`src/rtl/sf_camera_clk_div_if.sv`:
```
// Control and status bundle of the multi-channel camera clock divider.
// The bench drives through master; the divider attaches as slave.
interface sf_camera_clk_div_if #(
  parameter int unsigned NUM_CH    = 2,
  parameter int unsigned DIV_WIDTH = 8
);
  logic                        pll_locked;
  logic [NUM_CH-1:0]           ch_enable;
  logic [NUM_CH*DIV_WIDTH-1:0] div_value;
  logic [NUM_CH-1:0]           div_update;
  logic                        ready;
  logic [NUM_CH-1:0]           clk_out;
  logic [NUM_CH-1:0]           rise_stb;
  logic [NUM_CH-1:0]           fall_stb;
  logic [NUM_CH-1:0]           update_pending;

  modport master (
    output pll_locked, ch_enable, div_value, div_update,
    input  ready, clk_out, rise_stb, fall_stb, update_pending
  );

  modport slave (
    input  pll_locked, ch_enable, div_value, div_update,
    output ready, clk_out, rise_stb, fall_stb, update_pending
  );
endinterface

```
`src/rtl/sf_camera_clk_div.sv`:
```
// Lock-qualified, multi-channel programmable clock divider producing registered
// clock levels plus per-edge strobes; stops are glitch-free at period ends.
module sf_camera_clk_div #(
  parameter int unsigned NUM_CH      = 2,
  parameter int unsigned DIV_WIDTH   = 8,
  parameter int unsigned LOCK_WAIT   = 16,
  parameter int unsigned DEFAULT_DIV = 4
) (
  input  logic                  clk,
  input  logic                  rst,
  sf_camera_clk_div_if.slave    bus
);
  localparam int unsigned CNT_W   = (LOCK_WAIT > 1) ? $clog2(LOCK_WAIT) : 1;
  localparam int unsigned DEF_EFF = (DEFAULT_DIV < 2) ? 2 : DEFAULT_DIV;
  localparam logic [DIV_WIDTH-1:0] DEF_N = DIV_WIDTH'(DEF_EFF);

  typedef enum logic [1:0] {WAIT_LOCK, STABLE, RUN} lock_state_t;

  lock_state_t      state;
  logic             lk_meta, lk, ready_r, run_ok;
  logic [CNT_W-1:0] stab_cnt;
  logic [NUM_CH-1:0] clk_q, rise_q, fall_q, pend_q;

  function automatic logic [DIV_WIDTH-1:0] clamp_div(input logic [DIV_WIDTH-1:0] v);
    return (v < DIV_WIDTH'(2)) ? DIV_WIDTH'(2) : v;
  endfunction

  // Lock synchroniser and lock FSM; the sample that leaves WAIT_LOCK counts
  // towards LOCK_WAIT, so RUN follows the LOCK_WAIT-th consecutive lk sample.
  always_ff @(posedge clk or posedge rst) begin
    if (rst) begin
      lk_meta  <= 1'b0;
      lk       <= 1'b0;
      state    <= WAIT_LOCK;
      stab_cnt <= '0;
      ready_r  <= 1'b0;
    end else begin
      lk_meta <= bus.pll_locked;
      lk      <= lk_meta;
      case (state)
        WAIT_LOCK: begin
          if (lk) begin
            stab_cnt <= '0;
            if (LOCK_WAIT <= 1) begin
              state   <= RUN;
              ready_r <= 1'b1;
            end else begin
              state <= STABLE;
            end
          end
        end
        STABLE: begin
          if (!lk) begin
            state <= WAIT_LOCK;
          end else if (32'(stab_cnt) + 32'd2 >= LOCK_WAIT) begin
            state   <= RUN;
            ready_r <= 1'b1;
          end else begin
            stab_cnt <= stab_cnt + CNT_W'(1);
          end
        end
        RUN: begin
          if (!lk) begin
            state   <= WAIT_LOCK;
            ready_r <= 1'b0;
          end
        end
        default: begin
          state   <= WAIT_LOCK;
          ready_r <= 1'b0;
        end
      endcase
    end
  end

  // Channels may only advance while RUN is held and lock is still present.
  assign run_ok = (state == RUN) && lk;

  for (genvar i = 0; i < NUM_CH; i++) begin : g_ch
    logic [DIV_WIDTH-1:0] cur_n, pend_n, pos, n_use, half, pos_inc, din;
    logic                 running, pend_f, at_end, apply, en;
    logic                 clk_r, rise_r, fall_r;

    // pos indexes the cycle currently presented; pending is only taken at a
    // period start or while idle, so the active phase lengths never change mid-period.
    always_comb begin
      en      = bus.ch_enable[i];
      din     = bus.div_value[i*DIV_WIDTH +: DIV_WIDTH];
      at_end  = running && (pos == cur_n - DIV_WIDTH'(1));
      apply   = pend_f && (!running || (at_end && en && run_ok));
      n_use   = apply ? pend_n : cur_n;
      half    = (cur_n >> 1) + DIV_WIDTH'(cur_n[0]);
      pos_inc = pos + DIV_WIDTH'(1);
    end

    always_ff @(posedge clk or posedge rst) begin
      if (rst) begin
        cur_n   <= DEF_N;
        pend_n  <= DEF_N;
        pend_f  <= 1'b0;
        running <= 1'b0;
        pos     <= '0;
        clk_r   <= 1'b0;
        rise_r  <= 1'b0;
        fall_r  <= 1'b0;
      end else begin
        cur_n <= n_use;
        if (bus.div_update[i]) begin
          pend_n <= clamp_div(din);
          pend_f <= 1'b1;
        end else if (apply) begin
          pend_f <= 1'b0;
        end

        if (!run_ok) begin
          running <= 1'b0;
          pos     <= '0;
          clk_r   <= 1'b0;
          rise_r  <= 1'b0;
          fall_r  <= 1'b0;
        end else if (!running || at_end) begin
          running <= en;
          pos     <= '0;
          clk_r   <= en;
          rise_r  <= en;
          fall_r  <= 1'b0;
        end else begin
          pos    <= pos_inc;
          clk_r  <= (pos_inc < half);
          rise_r <= 1'b0;
          fall_r <= (pos_inc == half);
        end
      end
    end

    assign clk_q[i]  = clk_r;
    assign rise_q[i] = rise_r;
    assign fall_q[i] = fall_r;
    assign pend_q[i] = pend_f;
  end

  assign bus.ready          = ready_r;
  assign bus.clk_out        = clk_q;
  assign bus.rise_stb       = rise_q;
  assign bus.fall_stb       = fall_q;
  assign bus.update_pending = pend_q;
endmodule

```
`src/flat_wrapper.sv`:
```
// flat-port wrapper written by rule: the top's interface ports become plain ports
module sf_camera_clk_div_flat 
#(
  parameter int unsigned NUM_CH      = 2,
  parameter int unsigned DIV_WIDTH   = 8,
  parameter int unsigned LOCK_WAIT   = 16,
  parameter int unsigned DEFAULT_DIV = 4
)
  (clk, rst, bus_pll_locked, bus_ch_enable, bus_div_value, bus_div_update, bus_ready, bus_clk_out, bus_rise_stb, bus_fall_stb, bus_update_pending);
  sf_camera_clk_div_if #(.NUM_CH(NUM_CH), .DIV_WIDTH(DIV_WIDTH)) bus_i ();
  input  logic clk;
  input  logic rst;
  input wire logic [$bits(bus_i.pll_locked)-1:0] bus_pll_locked;
  input wire logic [$bits(bus_i.ch_enable)-1:0] bus_ch_enable;
  input wire logic [$bits(bus_i.div_value)-1:0] bus_div_value;
  input wire logic [$bits(bus_i.div_update)-1:0] bus_div_update;
  output wire logic [$bits(bus_i.ready)-1:0] bus_ready;
  output wire logic [$bits(bus_i.clk_out)-1:0] bus_clk_out;
  output wire logic [$bits(bus_i.rise_stb)-1:0] bus_rise_stb;
  output wire logic [$bits(bus_i.fall_stb)-1:0] bus_fall_stb;
  output wire logic [$bits(bus_i.update_pending)-1:0] bus_update_pending;
  assign bus_i.pll_locked = bus_pll_locked;
  assign bus_i.ch_enable = bus_ch_enable;
  assign bus_i.div_value = bus_div_value;
  assign bus_i.div_update = bus_div_update;
  assign bus_ready = bus_i.ready;
  assign bus_clk_out = bus_i.clk_out;
  assign bus_rise_stb = bus_i.rise_stb;
  assign bus_fall_stb = bus_i.fall_stb;
  assign bus_update_pending = bus_i.update_pending;
  sf_camera_clk_div #(.NUM_CH(NUM_CH), .DIV_WIDTH(DIV_WIDTH), .LOCK_WAIT(LOCK_WAIT), .DEFAULT_DIV(DEFAULT_DIV)) u_core (.clk(clk), .rst(rst), .bus(bus_i));
endmodule
```
`config.mk`:
```
export PLATFORM = sky130hd
export DESIGN_NAME = sf_camera_clk_div_flat
export DESIGN_NICKNAME = d
export VERILOG_FILES = /design/src/rtl/sf_camera_clk_div_if.sv /design/src/rtl/sf_camera_clk_div.sv /design/src/flat_wrapper.sv
export SDC_FILE = /design/constraint.sdc
export NUM_CORES = 1
export LEC_CHECK = 0
export ABC_AREA = 1
export BUFFER_PORTS_ARGS = -buffer_cell sky130_fd_sc_hd__buf_2
export CORE_AREA = 3 3 81 159
export CTS_CLUSTER_DIAMETER = 30
export CTS_CLUSTER_SIZE = 12
export DETAILED_ROUTE_END_ITERATION = 16
export DIE_AREA = 0 0 84 162
export GPL_ROUTABILITY_DRIVEN = 0
export GPL_TIMING_DRIVEN = 0
export PLACE_DENSITY_LB_ADDON = 0.12
export SETUP_SLACK_MARGIN = 0.3
export SLEW_MARGIN = 20
export SYNTH_ARGS = -nofsm -noshare
export SYNTH_HDL_FRONTEND = slang
export SYNTH_SLANG_ARGS = --single-unit
```
`constraint.sdc`:
```
create_clock -name clk -period 3.05 [get_ports clk]
set_clock_uncertainty 0.1 [all_clocks]
set_input_delay 0.61 -clock clk [delete_from_list [all_inputs] [get_ports clk]]
set_output_delay 0.61 -clock clk [all_outputs]
set_load 0.05 [all_outputs]
```
==> impl_metrics.json, run 1 <==
{
  "crit_family": "simple AND/OR/NAND/NOR gates",
  "rsz0062_at_grt": "true",
  "ys_warn_count": 0,
  "io_buffers": 29,
  "overflow": 0,
  "worstMarginPinSlew_ps": 344,
  "wl_per_cell_um": 13.1,
  "dp_hpwl_mm": 7.50,
  "htree_num_levels": 3,
  "worst_ir_drop_vdd_uv": 316,
  "cp_slowest_cell": "dfrtp_2",
  "antenna_found_initial": 0,
  "drc": 0,
  "numClockSinks": 67,
  "max_slew_margin_pct": 76.8,
  "cp.required_ps": 3170,
  "ctsHoldBuffers": 0,
  "antenna_cells": 0,
  "ys.flop_type": "dfrtp_1",
  "die_h_um": 162,
  "viasPerCell": 4.68,
  "dr.first_iter.drc_count": 102,
  "cts_tree": "yes",
  "yosysTopAreaCellShare_pct": 37.7,
  "fmax_ghz": 0.386,
  "num-fill-cells": 1218,
  "startpoint_type": "register",
  "ys_seq_elements": 67,
  "dieWidth_um": 84,
  "holdCritPathClass": "input pin to asynchronous set/reset pin",
  "utilization_pct": 41.2,
  "core-area_mm2": 0.0118,
  "rows": 56,
  "start_util_pct": 35.3,
  "synth_area_mm2": 0.00418,
  "first_global_vias": 3390,
  "path_max_fanout": 4,
  "drtPass1Iterations": 4,
  "layout_min_cycle_time_ps": 2590,
  "cts_made_buffers": 9,
  "finalSetupViolCount": 0,
  "ant_nets": 0,
  "synth.avg_cell_area_um2": 7.96,
  "clk_latency_ps": 330,
  "dpl_worst_slack_ps": 174,
  "grt_max_degree": 55,
  "cp_common_cell": "inv_1",
  "syn_nets": 573,
  "synthCells": 525,
  "crit_type": "register to register",
  "critPathBufInv": 3,
  "critPathCaptureType": "register",
  "io-pin-count": 32,
  "finalHoldViolations": 0,
  "grt_usage_pct": 15.0,
  "period_share_pct": 84.8,
  "cp_cell_sequence": "inv_1 -> nor3_2 -> nand3_2 -> nand3b_1 -> xor2_1 -> inv_1 -> ha_1 -> nand2_1 -> inv_1 -> nand3_1 -> o21ai_2 -> nand3_1 -> and2_4",
  "postRouteWirelength_mm": 9.36,
  "drive_above_1_share_pct": 19.3,
  "cp.arrival_ps": 2710,
  "ys_types": 38,
  "tns_ps": 0,
  "synth_area_leaders": "dfrtp_1, nand2_1, ha_1, inv_1, xor2_1",
  "slew_violations": 0,
  "nets": 614,
  "yosysMostFrequentCell": "nand2_1",
  "grt_pass1_wl_mm": 15.9,
  "async_flop_share_pct": 100,
  "num_vias": 3348,
  "yosysSeqAreaShare_pct": 40.3,
  "synth_commonest_cells": "nand2_1, dfrtp_1, inv_1",
  "clk_pin_slew_ps": 60,
  "die_area_mm2": 0.0136,
  "synthToLayoutAreaGrowth_pct": 16.9,
  "synth_top_cell_by_area": "dfrtp_1",
  "clockBufferDepth": 2,
  "cpPeakStageDelay_ps": 410,
  "synth_edf_count": 0,
  "root_buffer": "clkbuf_16",
  "outcome": "completed",
  "p_per_area_mw_per_mm2": 516,
  "fin_ws_ps": 462,
  "maxCapViolCount": 0,
  "leakagePower_nw": 2.54
}
## placed cells by master (no fill, tap or decap), drive strengths merged, types with 4 or more instances in the layout
master / n
a21oi: 10
buf: 46
clkbuf: 13
clkinv: 4
dfrtp: 63
dfstp: 4
ha: 25
inv: 64
nand2: 172
nand3: 30
nand4: 21
nor2: 54
nor3: 6
o21ai: 16
xnor2: 6
xor2: 20
## cell families after synthesis
logic type / synth area share, %
xor gates and xnor gates: 5.45
adders and majority gates: 7.49
buffers and inverters: 8.87
and+or+nand+nor: 33.9
AOI/OAI and AO/OA: 4.01
DFF: 40.3
## through the flow
step | std cells | instance area [um^2] | power, mW | hold slack (ps)
6_report | 716 | 4880 | 2.52 | 88.0
5_1_grt | 716 | 4880 | 2.67 | 87.7
4_1_cts | 716 | 4860 | 2.57 | 76.9
3_5_place_dp | 700 | 4530 | 1.40 | 235
3_3_place_gp | 699 | 4500 | 1.39 | 234
2_1_floorplan | 525 | 4180 | 1.30 | 231
## worst register-to-register path, cell delays in order (launching register included)
cell and delay (ps):
dfrtp_2 410, inv_1 80, nor3_2 270, nand3_2 140
nand3b_1 200, xor2_1 180, inv_1 60, ha_1 310
nand2_1 80, inv_1 60, nand3_1 110, o21ai_2 230
nand3_1 100, and2_4 160
## sequential cells by signal, indices dropped and copies added (netlist names)
signal and count:
u_core.g_ch.cur_n 16, u_core.g_ch.pend_n 16, u_core.g_ch.pos 16, u_core.stab_cnt 4, u_core.g_ch.clk_r 2, u_core.g_ch.fall_r 2, u_core.g_ch.pend_f 2, u_core.g_ch.rise_r 2
u_core.g_ch.running 2, u_core.state 2, u_core.bus.ready 1, u_core.lk 1, u_core.lk_meta 1
## worst paths after layout
path | from | to | slack, ps | cells after the start
worst max-delay path | u_core.g_ch[0].pos[2] | u_core.g_ch[0].clk_r | 460 | 13
worst min-delay path | rst | u_core.lk | 90 | 2
worst max register to register | u_core.g_ch[0].pos[2] | u_core.g_ch[0].clk_r | 460 | 13
worst min register to register | u_core.lk_meta | u_core.lk | 250 | 0
max in group asynchronous | rst | u_core.g_ch[0].cur_n[2] | 2190 | 3
min in group clk | u_core.lk_meta | u_core.lk | 250 | 0
## metal layers
layer	track usage (%)	vias to the layer above	wire length (um)
li1	-	1735	-
met1	13.7	1566	3200
met2	30.5	36	5720
met3	2.89	11	210
met4	6.81	0	227
met5	0	-	0
## layout make-up
| cell class | count | area, um^2 | share of cell area, % |
|---|---|---|---|
| tap | 145 | 181 | 3.72 |
| multi-input combinational | 375 | 2150 | 44.0 |
| clock inverter | 6 | 95.1 | 1.95 |
| inverter | 64 | 243 | 4.97 |
| sequential | 67 | 1680 | 34.5 |
| clock buffer | 10 | 229 | 4.69 |
| timing repair buffer | 30 | 173 | 3.54 |
| buffer | 19 | 130 | 2.67 |
## power breakdown
group / total, mW / internal (mW) / switching, mW
logic: 0.391 / 0.151 / 0.240
clock network: 1.14 / 0.726 / 0.410
registers: 0.994 / 0.944 / 0.0501
## timing repair
item,4_1_cts,5_1_grt
setup endpoints to repair,2,2
gates resized for setup,2,7
pin swaps,0,1
setup buffers,0,0
Power figures use the tool's default switching activity.
==> inputs of run 2 (changes only) <==
clock period = 2.6 ns   (was 3.05 ns; I/O delays follow)
==> impl_metrics.json, run 2 (synthesized netlist as in run 1, its figures left out) <==
{
  "outcome": "completed",
  "finalSetupViolCount": 0,
  "root_buffer": "clkbuf_16",
  "p_sw_share_pct": 28.3,
  "maxCapViolCount": 0,
  "dr.first_iter.drc_count": 125,
  "cp.arrival_ps": 2460,
  "rows": 56,
  "reg_top3": "u_core.g_ch.cur_n x16, u_core.g_ch.pend_n x16, u_core.g_ch.pos x16",
  "startpoint_type": "register",
  "wl_per_cell_um": 13.8,
  "holdWs_ps": 186,
  "io_buffers": 29,
  "fin_cells": 745,
  "start_util_pct": 35.3,
  "r2r-start": "u_core.g_ch[0].pos[0]",
  "internal_power_mw": 2.19,
  "worst_ir_drop_vdd_uv": 371,
  "dieWidth_um": 84,
  "cp_slowest_cell": "dfrtp_1",
  "grt_max_degree": 55,
  "cts_tree": "yes",
  "grt_usage_pct": 15.8,
  "clk_pin_slew_ps": 60,
  "num_vias": 3510,
  "io-pin-count": 32,
  "use_met1_pct": 14.0,
  "drtPass1Iterations": 4,
  "numClockSinks": 67,
  "cp_cell_sequence": "inv_2 -> nor3_4 -> nand3_2 -> nand3b_1 -> xor2_1 -> inv_1 -> ha_4 -> nand2_4 -> inv_2 -> nand3_4 -> o21ai_4 -> nand3_2 -> and2_4",
  "path_max_fanout": 2,
  "use_met2_pct": 32.6,
  "dp.cells": 700,
  "layout_common_cells": "nand2_1, dfrtp_1, inv_1, nor2_1, buf_4",
  "dp_hpwl_mm": 7.50,
  "gr-usage-met3_pct": 2.94,
  "leakagePower_nw": 2.74,
  "cp.required_ps": 2720,
  "postRouteWirelength_mm": 10.3,
  "drive_above_1_share_pct": 29.7,
  "ant_nets": 0,
  "crit_type": "register to register",
  "clockPowerShare_pct": 43.9,
  "holdCritPathClass": "input pin to register",
  "critPathBufInv": 3,
  "holdCritStartpoint": "bus_pll_locked",
  "die_h_um": 162,
  "die_area_mm2": 0.0136,
  "cpPeakStageDelay_ps": 400,
  "first_global_vias": 3581,
  "p_per_area_mw_per_mm2": 564,
  "overflow": 0,
  "final_common_cell": "nand2_1",
  "core-area_mm2": 0.0118,
  "cts_made_buffers": 9,
  "finalHoldViolations": 0,
  "busiest_layer": "met2",
  "grt_pass1_wl_mm": 16.7,
  "slew_violations": 0,
  "layout_min_cycle_time_ps": 2330,
  "fmax_ghz": 0.429,
  "worstMarginPinSlew_ps": 331,
  "rsz0062_at_grt": "true",
  "max_slew_margin_pct": 77.9,
  "clockBufferDepth": 2,
  "critPathCaptureType": "register",
  "antenna_cells": 0,
  "period_share_pct": 89.7,
  "crit_family": "simple AND/OR/NAND/NOR gates",
  "combPwrFrac_pct": 18.1,
  "viasPerCell": 4.71,
  "synthToLayoutAreaGrowth_pct": 29.5,
  "htree_num_levels": 3,
  "nets": 643,
  "antenna_found_initial": 0,
  "p_sw_mw": 0.863,
  "crit_path_start": "u_core.g_ch[0].pos[0]",
  "drc": 0,
  "utilization_pct": 45.7,
  "seqPwrFrac_pct": 38.0,
  "clk_latency_ps": 330
}
[run 2: final cells by class]
cell class	instances	area (um^2)
buffer	19	130
clock buffer	10	229
clock inverter	6	95.1
fill	1192	6430
inverter	64	243
multi-input combinational	375	2440
sequential	67	1690
tap	145	181
timing repair buffer	59	400
[run 2: worst register-to-register path, cell delays in order, from the launching register on]
cell	delay (ps)
dfrtp_1	400
inv_2	70
nor3_4	200
nand3_2	100
nand3b_1	190
xor2_1	180
inv_1	100
ha_4	290
nand2_4	50
inv_2	60
nand3_4	80
o21ai_4	200
nand3_2	80
and2_4	140
[run 2: power by group through the flow]
stage / clock [mW] / combinational, mW / sequential, mW
2_1_floorplan: 0 / 0.355 / 1.17
4_1_cts: 1.38 / 0.517 / 1.15
5_1_grt: 1.42 / 0.632 / 1.17
3_3_place_gp: 0 / 0.449 / 1.18
6_report: 1.34 / 0.552 / 1.16
3_5_place_dp: 0 / 0.463 / 1.18
[run 2: layer usage]
layer	vias to the layer above	wire length, um	part of all wire (%)
met3	10	205	2.0
met4	0	176	1.7
met2	37	6450	63
li1	1793	-	-
met1	1670	3430	33
met5	-	0	0
[run 2: final timing paths]
check                                     endpoint  depth (start not counted)  slack, ps
setup reg to reg              u_core.g_ch[0].clk_r                         13        270
hold reg to reg                          u_core.lk                          0        250
hold / removal                      u_core.lk_meta                          1        190
max in group asynchronous  u_core.g_ch[0].cur_n[2]                          4       1270
min in group asynchronous                u_core.lk                          3        550
setup / recovery              u_core.g_ch[0].clk_r                         13        270
[run 2: metrics by stage]
step	worst slack, ps	cell area (um^2)	TNS, ps	power (mW)
finish	267	5410	0	3.05
global route	148	5410	0	3.22
CTS	215	5150	0	3.05
detailed placement	-276	4530	-503	1.65
global placement	-655	4500	-41330	1.63
floorplan	303	4180	0	1.52
[run 2: timing repair]
item	4_1_cts	5_1_grt
setup buffers	17	11
pin swaps	12	23
hold buffers	1	0
endpoints found under the setup margin	3	13
hold endpoints to repair	11	0
resized for setup	33	33
